### config.mk
export PLATFORM = sky130hd
export DESIGN_NAME = pc_fetch_unit_flat
export DESIGN_NICKNAME = d
export VERILOG_FILES = /design/src/rtl/fetch_pkg.sv /design/src/rtl/pc_fetch_unit_if.sv /design/src/rtl/pc_next_calc.sv /design/src/rtl/pc_fetch_unit.sv /design/src/flat_wrapper.sv
export SDC_FILE = /design/constraint.sdc
export NUM_CORES = 1
export LEC_CHECK = 0
export ABC_AREA = 1
export CAP_MARGIN = 20
export CORE_MARGIN = 2
export CORE_UTILIZATION = 30
export CTS_BUF_LIST = sky130_fd_sc_hd__clkbuf_4 sky130_fd_sc_hd__clkbuf_8 sky130_fd_sc_hd__clkbuf_16
export DETAILED_ROUTE_END_ITERATION = 6
export MAX_ROUTING_LAYER = met4
export PLACE_DENSITY = 0.57
export SKIP_CTS_REPAIR_TIMING = 1
export SLEW_MARGIN = 20
export SYNTH_ARGS = -nofsm -noshare
export SYNTH_HDL_FRONTEND = slang
export SYNTH_SLANG_ARGS = --single-unit
### constraint.sdc
create_clock -name clk -period 1.7 [get_ports clk]
set_input_delay 0.34 -clock clk [delete_from_list [all_inputs] [get_ports clk]]
set_output_delay 0.34 -clock clk [all_outputs]
set_load 0.02 [all_outputs]
### src/rtl/fetch_pkg.sv
// Shared types and helpers for the PC fetch unit (states, default widths, offset sign extension).
package fetch_pkg;

  typedef enum logic [1:0] {
    IDLE   = 2'd0,
    RUN    = 2'd1,
    HALTED = 2'd2
  } fetch_state_t;

  localparam int PC_W_DEFAULT  = 12;
  localparam int OFF_W_DEFAULT = 8;

  // Sign-extends the low off_w bits of off to 32 bits; off_w is a constant at every call site.
  function automatic logic [31:0] sext_off(input logic [31:0] off, input int off_w);
    logic [31:0] sh;
    sh = off << (32 - off_w);
    return 32'($signed(sh) >>> (32 - off_w));
  endfunction

endpackage

### src/rtl/pc_fetch_unit_if.sv
// Control/status bundle between decode/execute (master) and the PC fetch unit (slave).
// instr_count is present only when FETCH_INSTR_CNT_EN is defined.
interface pc_fetch_unit_if
  import fetch_pkg::*;
#(
  parameter int PC_W  = PC_W_DEFAULT,
  parameter int OFF_W = OFF_W_DEFAULT
);
  // No valid/ready pairs here: every control is a level sampled at the rising edge.
  // start is a one-cycle pulse honoured only in IDLE/HALTED; the rest only in RUN.
  logic             start;
  logic             stall;
  logic             halt;
  logic             branch_taken;
  logic             branch_abs;
  logic [PC_W-1:0]  branch_target;
  logic [OFF_W-1:0] branch_offset;
  logic [31:0]      current_pc;
  logic             done;
  fetch_state_t     state;
`ifdef FETCH_INSTR_CNT_EN
  logic [31:0]      instr_count;

  modport master (
    output start, stall, halt, branch_taken, branch_abs, branch_target, branch_offset,
    input  current_pc, done, state, instr_count
  );
  modport slave (
    input  start, stall, halt, branch_taken, branch_abs, branch_target, branch_offset,
    output current_pc, done, state, instr_count
  );
`else
  modport master (
    output start, stall, halt, branch_taken, branch_abs, branch_target, branch_offset,
    input  current_pc, done, state
  );
  modport slave (
    input  start, stall, halt, branch_taken, branch_abs, branch_target, branch_offset,
    output current_pc, done, state
  );
`endif

endinterface

### src/rtl/pc_next_calc.sv
// Combinational next-PC selection while running: halt/stall hold, then absolute/relative branch, then +1.
module pc_next_calc
  import fetch_pkg::*;
#(
  parameter int PC_W  = PC_W_DEFAULT,
  parameter int OFF_W = OFF_W_DEFAULT
) (
  input  logic [PC_W-1:0]  pc_i,
  input  logic             halt_i,
  input  logic             stall_i,
  input  logic             branch_taken_i,
  input  logic             branch_abs_i,
  input  logic [PC_W-1:0]  branch_target_i,
  input  logic [OFF_W-1:0] branch_offset_i,
  output logic [PC_W-1:0]  pc_next_o
);

  always_comb begin
    pc_next_o = pc_i + PC_W'(1);
    if (halt_i || stall_i) begin
      // A branch arriving with a stall is dropped; decode re-presents it later.
      pc_next_o = pc_i;
    end else if (branch_taken_i) begin
      if (branch_abs_i) begin
        pc_next_o = branch_target_i;
      end else begin
        pc_next_o = PC_W'(32'(pc_i) + sext_off(32'(branch_offset_i), OFF_W));
      end
    end
  end

endmodule

### src/rtl/pc_fetch_unit.sv
// Program counter / fetch sequencer: IDLE -> RUN -> HALTED FSM driving current_pc each cycle.
// Optional retired-instruction counter enabled by defining FETCH_INSTR_CNT_EN.
module pc_fetch_unit
  import fetch_pkg::*;
#(
  parameter int              PC_W     = PC_W_DEFAULT,
  parameter int              OFF_W    = OFF_W_DEFAULT,
  parameter logic [PC_W-1:0] START_PC = '0
) (
  input  logic          clk,
  input  logic          reset,
  pc_fetch_unit_if.slave bus
);

  fetch_state_t    state_q, state_d;
  logic [PC_W-1:0] pc_q, pc_d, pc_run_next;
  logic            done_q, done_d;

  pc_next_calc #(
    .PC_W  (PC_W),
    .OFF_W (OFF_W)
  ) u_next (
    .pc_i            (pc_q),
    .halt_i          (bus.halt),
    .stall_i         (bus.stall),
    .branch_taken_i  (bus.branch_taken),
    .branch_abs_i    (bus.branch_abs),
    .branch_target_i (bus.branch_target),
    .branch_offset_i (bus.branch_offset),
    .pc_next_o       (pc_run_next)
  );

  always_comb begin
    state_d = state_q;
    pc_d    = pc_q;
    done_d  = done_q;
    case (state_q)
      IDLE: begin
        if (bus.start) begin
          state_d = RUN;
          pc_d    = START_PC;
          done_d  = 1'b0;
        end
      end
      RUN: begin
        if (bus.halt) begin
          state_d = HALTED;
          done_d  = 1'b1;
        end else begin
          pc_d = pc_run_next;
        end
      end
      HALTED: begin
        if (bus.start) begin
          state_d = RUN;
          pc_d    = START_PC;
          done_d  = 1'b0;
        end
      end
      default: begin
        state_d = IDLE;
        pc_d    = START_PC;
        done_d  = 1'b0;
      end
    endcase
  end

  always_ff @(posedge clk or posedge reset) begin
    if (reset) begin
      state_q <= IDLE;
      pc_q    <= START_PC;
      done_q  <= 1'b0;
    end else begin
      state_q <= state_d;
      pc_q    <= pc_d;
      done_q  <= done_d;
    end
  end

  assign bus.current_pc = 32'(pc_q);
  assign bus.done       = done_q;
  assign bus.state      = state_q;

`ifdef FETCH_INSTR_CNT_EN
  logic [31:0] cnt_q, cnt_d;

  // Counts RUN edges that move the PC (advance or branch); saturates instead of wrapping.
  always_comb begin
    cnt_d = cnt_q;
    if ((state_q == IDLE || state_q == HALTED) && bus.start) begin
      cnt_d = '0;
    end else if (state_q == RUN && !bus.halt && !bus.stall && cnt_q != '1) begin
      cnt_d = cnt_q + 32'd1;
    end
  end

  always_ff @(posedge clk or posedge reset) begin
    if (reset) begin
      cnt_q <= '0;
    end else begin
      cnt_q <= cnt_d;
    end
  end

  assign bus.instr_count = cnt_q;
`endif

endmodule

### src/flat_wrapper.sv
// flat-port wrapper written by rule: the top's interface ports become plain ports
module pc_fetch_unit_flat import fetch_pkg::*;
#(
  parameter int              PC_W     = PC_W_DEFAULT,
  parameter int              OFF_W    = OFF_W_DEFAULT,
  parameter logic [PC_W-1:0] START_PC = '0
)
  (clk, reset, bus_start, bus_stall, bus_halt, bus_branch_taken, bus_branch_abs, bus_branch_target, bus_branch_offset, bus_current_pc, bus_done, bus_state);
  pc_fetch_unit_if #(.PC_W(PC_W), .OFF_W(OFF_W)) bus_i ();
  input  logic clk;
  input  logic reset;
  input wire logic [$bits(bus_i.start)-1:0] bus_start;
  input wire logic [$bits(bus_i.stall)-1:0] bus_stall;
  input wire logic [$bits(bus_i.halt)-1:0] bus_halt;
  input wire logic [$bits(bus_i.branch_taken)-1:0] bus_branch_taken;
  input wire logic [$bits(bus_i.branch_abs)-1:0] bus_branch_abs;
  input wire logic [$bits(bus_i.branch_target)-1:0] bus_branch_target;
  input wire logic [$bits(bus_i.branch_offset)-1:0] bus_branch_offset;
  output wire logic [$bits(bus_i.current_pc)-1:0] bus_current_pc;
  output wire logic [$bits(bus_i.done)-1:0] bus_done;
  output wire logic [$bits(bus_i.state)-1:0] bus_state;
  assign bus_i.start = bus_start;
  assign bus_i.stall = bus_stall;
  assign bus_i.halt = bus_halt;
  assign bus_i.branch_taken = bus_branch_taken;
  assign bus_i.branch_abs = bus_branch_abs;
  assign bus_i.branch_target = bus_branch_target;
  assign bus_i.branch_offset = bus_branch_offset;
  assign bus_current_pc = bus_i.current_pc;
  assign bus_done = bus_i.done;
  assign bus_state = bus_i.state;
  pc_fetch_unit #(.PC_W(PC_W), .OFF_W(OFF_W), .START_PC(START_PC)) u_core (.clk(clk), .reset(reset), .bus(bus_i));
endmodule
### After elaboration in Yosys (flattened, before gate mapping)

Cells that the tools add are included.

| operators by class | value |
|---|---|
| muxes and demuxes | 12 |
| shifts and indexed selects | 0 |
| bitwise operators | 0 |
| $mul | 0 |
| reduce and logical (&&, ||, !) cells | 5 |
| eq/ne operators | 6 |
| divide/modulo/power cells | 0 |
| $add $sub $neg | 2 |
| order comparisons | 0 |

Operators by type and width:

| operator | count |
|---|---|
| $mux W12 | 5 |
| $pmux W12 S2 | 1 |
| $add A12 B1 Y12 const B | 1 |
| $add A12 B8 Y12 | 1 |
| $ne A2 B2 Y1 const B | 3 |
| $mux W2 | 2 |
| $pmux W2 S2 | 1 |
| $reduce_and A3 Y1 | 1 |
| $eq A2 B1 Y1 const B | 1 |
| $eq A2 B2 Y1 const B | 1 |
| $logic_not A2 Y1 | 1 |
| $mux W1 | 2 |
| $ne A2 B1 Y1 const B | 1 |
| $pmux W1 S2 | 1 |
| $reduce_and A2 Y1 | 1 |
| $reduce_or A2 Y1 | 1 |
| $logic_or A1 B1 Y1 | 1 |

| storage, ports and cells | value |
|---|---|
| output and inout bits | 35 |
| memories kept | 0 |
| register bits | 15 |
| bits in writable memories | 0 |
| bits in latches | 0 |
| memory bits (read-only) | 0 |

### Longest topological paths before layout

| depth | value |
|---|---|
| depth after elaboration | 6 |
| gate-level depth with buffers | 12 |
| mapped depth without buffers | 12 |

### By module

A second synthesis with hierarchy kept.

| unflattened totals | value |
|---|---|
| cells, all modules | 332 |
| area, all modules | 1975.6 µm² |

Modules (own cells, without submodules):

| module | instances | cells each | area each (µm²) | sequential area each (µm²) |
|---|---|---|---|---|
| pc_next_calc | 1 | 247 | 1255.0 | 0.0 |
| pc_fetch_unit | 1 | 85 | 720.7 | 350.3 |

### Worst setup path after synthesis

Ideal clock, no wire load.

| timing | value |
|---|---|
| path type | register -> register |
| start point | register u_core.pc_q[0] |
| end point | register u_core.pc_q[4] |
| buffers on the path | 0 |
| slack | -146 ps |
| stages on the path, launching flop included | 10 |
| setup time | 127 ps |
| arrival time | 1719 ps |
| clock period less this slack | 1846 ps |
| cell sequence | dfrtp_1 -> ha_1 -> fa_1 -> nand2_1 -> nand3_1 -> nand2_1 -> xor2_1 -> o21ai_0 -> nand2_1 -> o21ai_0 |

| on the way | value |
|---|---|
| longest elaborated chain between the ends | 6 |
| elaborated cells between the ends (all ways) | 7 |

RTL lines:

| item | RTL line | source |
|---|---|---|
| from (decl) | pc_fetch_unit.sv:16 | `logic [PC_W-1:0] pc_q, pc_d, pc_run_next;` |
| from (signal assigned) | pc_fetch_unit.sv:75 | `pc_q <= pc_d;` |
| $add A12 B8 Y12 | pc_next_calc.sv:27 | `pc_next_o = PC_W'(32'(pc_i) + sext_off(32'(branch_offset_i), OFF_W));` |
| $mux W12 | pc_next_calc.sv:24 | `if (branch_abs_i) begin` |
| $mux W12 * | pc_next_calc.sv:23 | `end else if (branch_taken_i) begin` |
| $mux W12 * | pc_next_calc.sv:20 | `if (halt_i \|\| stall_i) begin` |
| $mux W12 * | pc_fetch_unit.sv:46 | `if (bus.halt) begin` |
| $pmux W12 S2 * | pc_fetch_unit.sv:37 | `case (state_q)` |

Every way passes the cells marked *; elsewhere a longest branch is shown, timed or not. The select of a mux whose other input is x is not followed.
A chain may end at the register's enable or synchronous reset.

### Worst setup path after layout

Ends and elaborated chain as after synthesis.

==> metrics.csv <==
stage,metric,value,unit
run_status,result of the run,"finished, violations left",
run_status,failing checks,negative setup slack,
worst_setup_path,series of cell instances along the critical path,ha_4 > fa_2 > nand2_2 > nand3_2 > nand2_1 > xor2_1 > o21ai_1 > nand2_1 > o21ai_0,
floorplan,# IOs,62,
sta,final worst path period share,103,%
worst_setup_path,Worst Path Max Fanout,4,
drt,vias post-DR,2063,
yosys,share of flip-flops with an asynchronous set or reset,100,%
global_route,total global routing overflow,0,
global_route,maximum number of pins on one net before global-route repair,22,
global_route,vias in the first global route,1888,
sta,TNS Setup,-70.3,ps
placement,post-placement worst setup slack,-454,ps
finish,Diodes inserted,0,
worst_setup_path,slowest cell on the critical path,dfrtp_2,
drt,Remaining DRCs,0,
clock_tree,CTS Sinks,14,
floorplan,floorplan die area,0.00675,sq mm
yosys,most numerous cell types in the synthesized netlist,"101 x nand2_1, 38 x inv_1, 27 x nand3_1",
worst_setup_path,worst endpoint data arrival time,1880,ps
drt,1st-iter DRT viols,78,
clock_tree,number of buffers on the longest clock path,2,
clock_tree,CTS tree,yes,
clock_tree,clock insertion delay at the later pin of the skew report,250,ps
sta,final worst path period need,1750,ps
placement,Final Wtd Congestion,0.826,
global_route,antenna violations before repair,0,
floorplan,cell row count,28,
worst_setup_path,Setup Crit Path Kind,flip-flop to flip-flop,
finish,post-layout utilization of the core,47.3,%
finish,fill cell count,621,
yosys,gate count of the mapped netlist,302,
placement,number of I/O port buffers,41,
yosys,sequential element share of the synthesized area,19.1,%
pwr,Leakage,1.64,nW
floorplan,die boundary width,82.1,microns
worst_setup_path,dominant cell type by count on the critical path,nand2_1,
global_route,first-pass GRT wire length,8450,microns
yosys,most frequent cell after synthesis,nand2_1,
clock_tree,H-Tree Depth,1,
worst_setup_path,category of cells accounting for the largest share of critical-path delay,adder cells,
yosys,synthesized area per cell,6.07,sq um
drt,drt first pass iters,4,
yosys,cell type with the highest aggregate area in the netlist,nand2_1,
placement,Detail Placement HPWL,4350,microns
sta,worst path setup slack after routing,-52.2,ps
finish,post-synthesis to final-layout area growth,52.9,%
sta,worst hold slack,387,ps
yosys,largest cells by area after synthesis,"nand2_1 21%, dfrtp_1 19%, buf_4 8.6%",
yosys,Post-Syn Area,0.00183,sq mm
global_route,total global routing track utilization,16.7,%
sta,Slew Limit Fails,0,
yosys,post-synthesis register bit count,14,
yosys,portion of synthesized cell area occupied by the leading cell type,20.7,%
clock_tree,number of clock buffers inserted by TritonCTS,3,
floorplan,chip height,82.1,microns
pwr,VDD IR max,629,uV
floorplan,Starting Density,30.9,%
sta,fmax,571,MHz
worst_setup_path,worst path bufs/invs,0,
worst_setup_path,Crit path required time,1830,ps
drt,Routed wire per std cell,12.1,microns
sta,number of failing setup endpoints in the final timing report,2,
finish,share of final-layout standard cells stronger than drive strength 1,21.9,%
run,number of violations of the max-capacitance limit,0,
drt,final wirelength,5450,microns
clock_tree,clock-pin slew of the registers on the worst-case setup and hold paths,60,ps
drt,via/cell ratio,4.58,
worst_setup_path,endpoint kind of the worst setup timing path,flip-flop,
sta,worst-case clock skew,0.624,ps
worst_setup_path,Crit path largest cell delay,430,ps
pwr,Pwr Density,913,mW/mm^2
sta,unrepaired setup endpoints after global routing,true,
yosys,YS warnings,0,
finish,number of nets at the end of the flow,416,
sta,Final Hold Viols,0,
yosys,number of distinct library cell variants in the gate-level netlist after synthesis,32,
clock_tree,clock tree root buffer cell,clkbuf_8,
yosys,top flip-flop cell by instance count after synthesis,dfrtp_1,
worst_hold_path,class of the worst hold path,input pin to asynchronous set/reset pin,
drt,Final ANT Viol Nets,0,
yosys,number of synthesized flops with an enable pin,0,
worst_setup_path,critical path launch point type,flip-flop,
floorplan,total core area,0.00592,sq mm
-- registers in the layout, summed over array words and instances (netlist names) --
register	flops
u_core.pc_q	12
u_core.bus.done	1
u_core.bus.state	1
-- final cells by class --
type	instances	area [sq um]	area share, %
Timing Repair Buffer	75	732	26.1
Sequential cell	14	354	12.6
Tap cell	75	93.8	3.35
Clock buffer	4	48.8	1.74
Multi-Input combinational cell	242	1420	50.8
Inverter	40	150	5.36
-- cells by family after synthesis --
family | count (synthesis) | synth area share (%)
simple gates | 164 | 39.5
buf+inv | 65 | 17.7
compound gates | 40 | 11.7
flops | 14 | 19.1
fa+ha+maj | 13 | 9.29
xor+xnor | 5 | 2.39
other cells | 1 | 0.205
-- per-stage QoR --
step	cells	area, sq um	total power, W
floorplan	321	1920	0.00144
global placement	445	2510	0.00209
detailed placement	445	2510	0.00210
CTS	449	2560	0.00242
global route	450	2800	0.00277
finish	450	2800	0.00256
-- final timing paths --
path / start / end / slack, ps / cells after the start
hold reg to reg: u_core.bus.state[0] / u_core.bus.state[0] / 550 / 1
setup reg to reg: u_core.pc_q[0] / u_core.pc_q[4] / -50 / 9
hold / removal: reset / u_core.pc_q[9] / 390 / 3
setup / recovery: u_core.pc_q[0] / u_core.pc_q[4] / -50 / 9
min in group clk: u_core.bus.state[0] / u_core.bus.state[0] / 550 / 1
max in group asynchronous: reset / u_core.pc_q[0] / 1120 / 3
-- tightest hold or removal path: stages --
cell and delay (ps):
clkdlybuf4s50_1 390, inv_1 50, buf_4 220
-- layout by cell type, fill, tap and decap left out, drive strengths merged --
master,count
o21ai,14
fa,1
ha,12
buf,34
inv,40
nand4,5
xor2,2
dlymetal6s2s,20
o22ai,1
a32o,1
nand3b,1
o211ai,1
o21a,1
xnor2,3
nand2,102
clkbuf,4
dfrtp,14
or2,2
nor3,5
nor2,20
conb,20
clkdlybuf4s50,21
nor4,1
nand3,28
a21oi,22
-- power breakdown --
part	internal, W	total (W)	switching [W]
sequential	0.000424	0.000532	0.000108
clock	0.000182	0.000305	0.000123
combinational	0.000795	0.00172	0.000924
-- routing by layer --
layer	global-route usage [%]	wire [microns]	vias up
met5	-	0	-
met4	5.50	97	0
met3	0.652	172	8
met2	29.3	2810	41
met1	20.6	2360	939
li1	-	-	1075
(Power assumes the default switching activity.)
